File: src/rtl/bus_gate_arbiter.sv
// bus_gate_arbiter: round-robin owner sequencing for the shared 16-bit datapath bus.
// Grants one of four sources (A=PC, B=MDR, C=ALU, D=MARMUX) with a bounded hold time
// and a mandatory one-cycle idle gap between owners.
//
// Ports:
//   Clk          system clock, rising edge
//   Reset        synchronous active-low reset
//   Req[3:0]     level-sensitive requests, bit0=A .. bit3=D
//   Gate[3:0]    registered one-hot bus select, 0 when no owner
//   Grant_valid  registered, high exactly when Gate is non-zero
//   Owner[1:0]   registered index of the current or most recent owner
//   Preempt      registered pulse during the gap that follows a forced release
module bus_gate_arbiter #(
    parameter int unsigned MAX_HOLD = 8,
    parameter int unsigned CNT_W    = 4
) (
    input  logic       Clk,
    input  logic       Reset,
    input  logic [3:0] Req,
    output logic [3:0] Gate,
    output logic       Grant_valid,
    output logic [1:0] Owner,
    output logic       Preempt
);

    localparam logic [CNT_W-1:0] HOLD_LAST = CNT_W'(MAX_HOLD - 1);

    typedef enum logic [1:0] {
        IDLE  = 2'd0,
        GRANT = 2'd1,
        GAP   = 2'd2
    } state_t;

    state_t           state_q, state_d;
    logic [1:0]       ptr_q, ptr_d;
    logic [CNT_W-1:0] cnt_q, cnt_d;
    logic [3:0]       gate_d;
    logic             gv_d;
    logic [1:0]       owner_d;
    logic             pre_d;

    logic [1:0]       winner_c;
    logic             any_req_c;
    logic             others_c;
    logic             gate_ok_c;

    // Round-robin winner: first set request scanning ptr, ptr+1, ... (mod 4).
    // Scanning from the far end lets the closest hit overwrite earlier ones.
    always_comb begin
        winner_c = ptr_q;
        for (int i = 3; i >= 0; i--) begin
            if (Req[ptr_q + 2'(i)]) begin
                winner_c = ptr_q + 2'(i);
            end
        end
    end

    assign any_req_c = |Req;
    assign others_c  = |(Req & ~(4'b0001 << Owner));
    // Gate must be one-hot and agree with Owner; anything else is a corrupted state.
    assign gate_ok_c = (Gate != 4'd0) && ((Gate & (Gate - 4'd1)) == 4'd0)
                       && (Gate == (4'b0001 << Owner));

    // Next-state and next-output logic.
    always_comb begin
        state_d = state_q;
        ptr_d   = ptr_q;
        cnt_d   = cnt_q;
        gate_d  = Gate;
        gv_d    = Grant_valid;
        owner_d = Owner;
        pre_d   = 1'b0;

        case (state_q)
            IDLE, GAP: begin
                if (any_req_c) begin
                    state_d = GRANT;
                    owner_d = winner_c;
                    gate_d  = 4'b0001 << winner_c;
                    gv_d    = 1'b1;
                    cnt_d   = '0;
                end else begin
                    state_d = IDLE;
                    gate_d  = 4'd0;
                    gv_d    = 1'b0;
                end
            end
            GRANT: begin
                if (!gate_ok_c) begin
                    state_d = IDLE;
                    gate_d  = 4'd0;
                    gv_d    = 1'b0;
                end else if (!Req[Owner]) begin
                    state_d = GAP;
                    gate_d  = 4'd0;
                    gv_d    = 1'b0;
                    ptr_d   = Owner + 2'd1;
                end else if ((cnt_q == HOLD_LAST) && others_c) begin
                    state_d = GAP;
                    gate_d  = 4'd0;
                    gv_d    = 1'b0;
                    ptr_d   = Owner + 2'd1;
                    pre_d   = 1'b1;
                end else if (cnt_q != HOLD_LAST) begin
                    cnt_d = cnt_q + CNT_W'(1);
                end
            end
            default: begin
                state_d = IDLE;
                gate_d  = 4'd0;
                gv_d    = 1'b0;
            end
        endcase
    end

    // State and output registers.
    always_ff @(posedge Clk) begin
        if (!Reset) begin
            state_q     <= IDLE;
            ptr_q       <= 2'd0;
            cnt_q       <= '0;
            Gate        <= 4'd0;
            Grant_valid <= 1'b0;
            Owner       <= 2'd0;
            Preempt     <= 1'b0;
        end else begin
            state_q     <= state_d;
            ptr_q       <= ptr_d;
            cnt_q       <= cnt_d;
            Gate        <= gate_d;
            Grant_valid <= gv_d;
            Owner       <= owner_d;
            Preempt     <= pre_d;
        end
    end

endmodule

File: config.mk
export PLATFORM = sky130hd
export DESIGN_NAME = bus_gate_arbiter
export DESIGN_NICKNAME = d
export VERILOG_FILES = /design/src/rtl/bus_gate_arbiter.sv
export SDC_FILE = /design/constraint.sdc
export NUM_CORES = 1
export LEC_CHECK = 0
export BUFFER_PORTS_ARGS = -buffer_cell sky130_fd_sc_hd__buf_2
export CORE_MARGIN = 4
export CORE_UTILIZATION = 55
export DETAILED_ROUTE_END_ITERATION = 6
export PLACE_DENSITY = 0.77
export SKIP_LAST_GASP = 1
export SLEW_MARGIN = 20
export SYNTH_ARGS = -nofsm -noshare
export SYNTH_HDL_FRONTEND = slang
export SYNTH_SLANG_ARGS = --single-unit
export TNS_END_PERCENT = 20
File: constraint.sdc
create_clock -name Clk -period 3 [get_ports Clk]
set_input_delay 0.6 -clock Clk [delete_from_list [all_inputs] [get_ports Clk]]
set_output_delay 0.6 -clock Clk [all_outputs]
set_load 0.02 [all_outputs]
## Yosys cells after proc, flatten, opt, wreduce, memory -nomap -nowiden

Cells that the tools add are included.

- Bits of input ports: 6
- Output and inout bits: 8
- Register bits after elaboration: 16

- Shift-type cells: 2
- Bitwise gates (word level): 3
- Multiplexer cells: 38
- Add/sub/neg operators: 6
- Magnitude comparators: 5
- Reduce and logical (&&, ||, !) cells: 14
- Equal/unequal tests: 12

Operator list:

| kind | count |
|---|---|
| $mux W4 | 9 |
| $mux W2 | 9 |
| $pmux W4 S2 | 2 |
| $lt A2 B3 Y1 const B | 5 |
| $mux W1 | 11 |
| $bmux W1 S2 | 5 |
| $ne A2 B2 Y1 const B | 5 |
| $and A4 B4 Y4 | 2 |
| $reduce_or A4 Y1 | 2 |
| $shl A1 B2 Y4 const A | 2 |
| $reduce_and A6 Y1 | 1 |
| $add A2 B1 Y2 const B | 2 |
| $add A2 B2 Y2 const B | 2 |
| $add A4 B1 Y4 const B | 1 |
| $eq A4 B3 Y1 const B | 1 |
| $eq A4 B4 Y1 | 1 |
| $logic_not A4 Y1 | 1 |
| $ne A4 B3 Y1 const B | 1 |
| $ne A4 B4 Y1 const B | 1 |
| $not A4 Y4 | 1 |
| $pmux W2 S2 | 1 |
| $reduce_and A4 Y1 | 1 |
| $reduce_bool A4 Y1 | 1 |
| $sub A4 B1 Y4 const B | 1 |
| other kinds (10) | 12 |

## Logic depth before layout (Yosys ltp)

- Depth in word-level cells: 10
- Depth in mapped cells: 8

## Least setup slack after synthesis

OpenSTA, ideal clock, no wires.

- Path type: reg-to-reg
- Start: reg Owner[1]
- End: reg Gate[0]
- Required time: 2908 ps
- Period minus slack after synthesis: 2140 ps
- Path buffers: 1
- Slack: 860 ps
- Stages on the path, launching flop included: 9
- Arrival: 2048 ps
- Cell sequence: dfxtp_1 inv_1 ha_1 or2_0 a211oi_2 o221ai_2 or3_1 buf_6 o32ai_1

- Word-level cells in the longest chain between the ends: 6
- Elaborated cells between the ends (all ways): 13
- Those cells by class: eq/ne: 2; shift: 1; mux: 5; bitwise: 2; reduce/logical: 3

RTL lines:

| element | line | text |
|---|---|---|
| from (decl) | 22 | `output logic [1:0] Owner,` |
| from (signal assigned) | 132 | `Owner <= owner_d;` |
| $shl A1 B2 Y4 | 59, 62 |  |
| $not A4 Y4 | 59 | `assign others_c = \|(Req & ~(4'b0001 << Owner));` |
| $and A4 B4 Y4 | 59 |  |
| $reduce_or A4 Y1 | 59 |  |
| $logic_and A1 B1 Y1 | 98 | `end else if ((cnt_q == HOLD_LAST) && others_c) begin` |
| $ne A4 B4 Y1 (no line) | -- |  |
| to (signal assigned) | 130 | `Gate <= gate_d;` |
| to (decl) | 20 | `output logic [3:0] Gate,` |

Parallel ways exist; a longest one is shown, timed or not. The select of a mux whose other input is x is not followed.
A chain may end at the register's enable or synchronous reset.

## Worst setup path after layout

- Start: reg Owner[1]
- End: reg Gate[2]

Same word-level chain as after synthesis.

==> impl_metrics.json <==
{
  "reg2reg_from": "Owner[1]",
  "setup_tns_ns": 0,
  "yosysMostFrequentCell": "nand2_1",
  "hold_path_startpoint": "Grant_valid",
  "cts_resized": 0,
  "finalSetupViolCount": 0,
  "fin_nets": 143,
  "critPathRequiredTime_ns": 3.21,
  "cp-start-kind": "flip-flop",
  "drcViolationCount": 0,
  "regArea_um2": 320,
  "dp_hpwl_mm": 1.75,
  "ys_dominant_reg_cell": "dfxtp_1",
  "syn_area_um2": 986,
  "multi_input_area_um2": 624,
  "die_w_um": 50.3,
  "numClockSinks": 16,
  "synth_edf_count": 0,
  "path_cells": "inv_1 > ha_1 > or2_0 > a211oi_2 > o221ai_2 > or3_1 > o22ai_1",
  "ys_async_sr_fraction_pct": 0,
  "pre_cts_ws_ns": 0.779,
  "total_leakage_power_nw": 0.440,
  "antenna_found_initial": 0,
  "critPathKind": "reg -> reg",
  "via_per_inst": 5.76,
  "synth-seq-cells": 16,
  "max-clock-path-buffers": 2,
  "netlist.area_leader.share_pct": 32.5,
  "cp_slowest_stage_delay_ns": 0.51,
  "die-height_um": 50.3,
  "min_path_type": "reg -> reg",
  "dieArea_um2": 2530,
  "synth_commonest_cells": "nand2_1, dfxtp_1, nand2b_1",
  "drt_wl_total_mm": 2.23,
  "dr_total_vias": 898,
  "yosys-top-cells-area": "dfxtp_1, nand2_1, ha_1, nand2b_1, a2111o_1",
  "grt_pass1_wl_mm": 3.88,
  "rsz0062_at_grt": "false",
  "start_util_pct": 57.7,
  "diodes": 0,
  "worst_slew_pin_slew_ns": 0.442,
  "syn_nets": 128,
  "cts_setup_buffers": 0,
  "placement.cell_area_um2": 1060,
  "core_area_um2": 1710,
  "clk_latency_ns": 0.29,
  "layout-drive-gt1-share_pct": 17.6,
  "crit_arrival_ns": 2.47,
  "fin_ws_ns": 0.741,
  "finClkSkew_ns": 0.00439,
  "postLayoutCellArea_um2": 1100,
  "fillers": 150,
  "hold_viol": 0,
  "fp-row-count": 15,
  "fin_cells": 156,
  "port_buffers": 13,
  "drtIter0Drc": 23,
  "cts_max_level": 1,
  "status": "finished clean",
  "critical-path-slowest-cell": "or3_1",
  "grt_start_max_net_pins": 20,
  "crit_family": "simple AND/OR/NAND/NOR gates",
  "cts_buffers": 3,
  "syn_avg_cell_area_um2": 8.43,
  "cp-end-kind": "flip-flop",
  "drtPass1Iterations": 4,
  "crit_path_start": "Owner[1]",
  "synth_area_leader_cell": "dfxtp_1",
  "critical_path_buf_inv_count": 1,
  "slew_headroom_pct": 70.3,
  "drtAntennaViolNets": 0,
  "io-pin-count": 14,
  "grt_overflow_total": 0,
  "crit_fanout": 9,
  "grt_pass1_vias": 827,
  "period_share_pct": 75.3,
  "wl_per_cell_um": 14.3,
  "grt.total_usage_pct": 20.5,
  "maxCapViolCount": 0,
  "cts_tree": "yes",
  "gp_congestion": 0.872,
  "fmax_ghz": 0.443,
  "root_buffer": "clkbuf_4",
  "cellPowerDensity_nw_per_um2": 437,
  "synth_warnings": 0,
  "synthCells": 117,
  "ir_drop_mv": 0.336,
  "clk_pin_slew_ns": 0.09,
  "slew_violations": 0,
  "syn_to_final_growth_pct": 11.5,
  "yosysSeqAreaShare_pct": 32.5,
  "min_period_ns": 2.26,
  "place_inst": 152,
  "ctsHoldBuffers": 0,
  "netlist-cell-type-count": 41
}
tightest hold or removal path: cells and delay by family, from the launching register on:
family | cells | cell delay [ns]
compound gates | 1 | 0.05
simple gates | 1 | 0.05
flops | 1 | 0.32
layer usage:
layer  GRT usage (%)  wire, um
met1            26.2      1030
met2            33.3      1080
met3            5.34        85
met4            6.73        32
met5               0         0
kinds of logic (layout without fill, tap and decap cells):
| kind of cell | Yosys count | count (layout) | synth area share (%) |
|---|---|---|---|
| compound gates | 31 | 31 | 24.1 |
| xor+xnor | 1 | 1 | 0.888 |
| mux | 3 | 3 | 4.31 |
| simple gates | 52 | 52 | 27.7 |
| fa+ha+maj | 5 | 5 | 6.35 |
| flops | 16 | 16 | 32.5 |
| buf+inv | 9 | 23 | 4.19 |
path summary, 6_finish.rpt:
kind / to / slack (ns) / cells after the start
max: Gate[2] / 0.74 / 7
min: Grant_valid / 0.46 / 2
max reg2reg: Gate[2] / 0.74 / 7
min reg2reg: Grant_valid / 0.46 / 2
metrics by stage:
stage	util [%]	power [W]	hold WS [ns]
2_1_floorplan	-	0.000313	0.443
3_3_place_gp	62.3	0.000342	0.444
3_5_place_dp	62.3	0.000343	0.452
4_1_cts	64.4	0.000486	0.466
5_1_grt	64.4	0.000508	0.501
6_report	64.4	0.000481	0.463
final cells by class:
type,count,area share (%)
Sequential cell,16,29.1
Clock buffer,4,3.30
Inverter,6,2.05
Multi-Input combinational cell,92,56.8
Tap cell,25,2.84
Timing Repair Buffer,13,5.92
where the power goes:
group          switching, W  internal, W
combinational     0.0000658    0.0000413
clock             0.0000664    0.0000740
sequential        0.0000118     0.000221
total              0.000144     0.000337
cell usage in the layout, fill, tap and decap left out, types with 2 or more instances in the layout:
master / synthesis / routed
nand2_1: 18 / 18
dfxtp_1: 16 / 16
buf_2: 0 / 13
nand2b_1: 8 / 8
inv_1: 6 / 6
nor2_1: 6 / 6
a21oi_1: 6 / 6
o21ai_0: 5 / 5
o22ai_1: 5 / 5
ha_1: 5 / 5
nor2b_1: 4 / 4
nor4_1: 3 / 3
a2111o_1: 3 / 3
clkbuf_4: 0 / 3
nand3b_1: 2 / 2
mux2i_1: 2 / 2
o32ai_1: 2 / 2
sequential cells by signal, summed over array words and instances (netlist names):
name	count
Gate	4
Grant_valid	1
Owner	2
Preempt	1
cnt_q	4
ptr_q	2
state_q	2
Power figures use the tool's default switching activity.
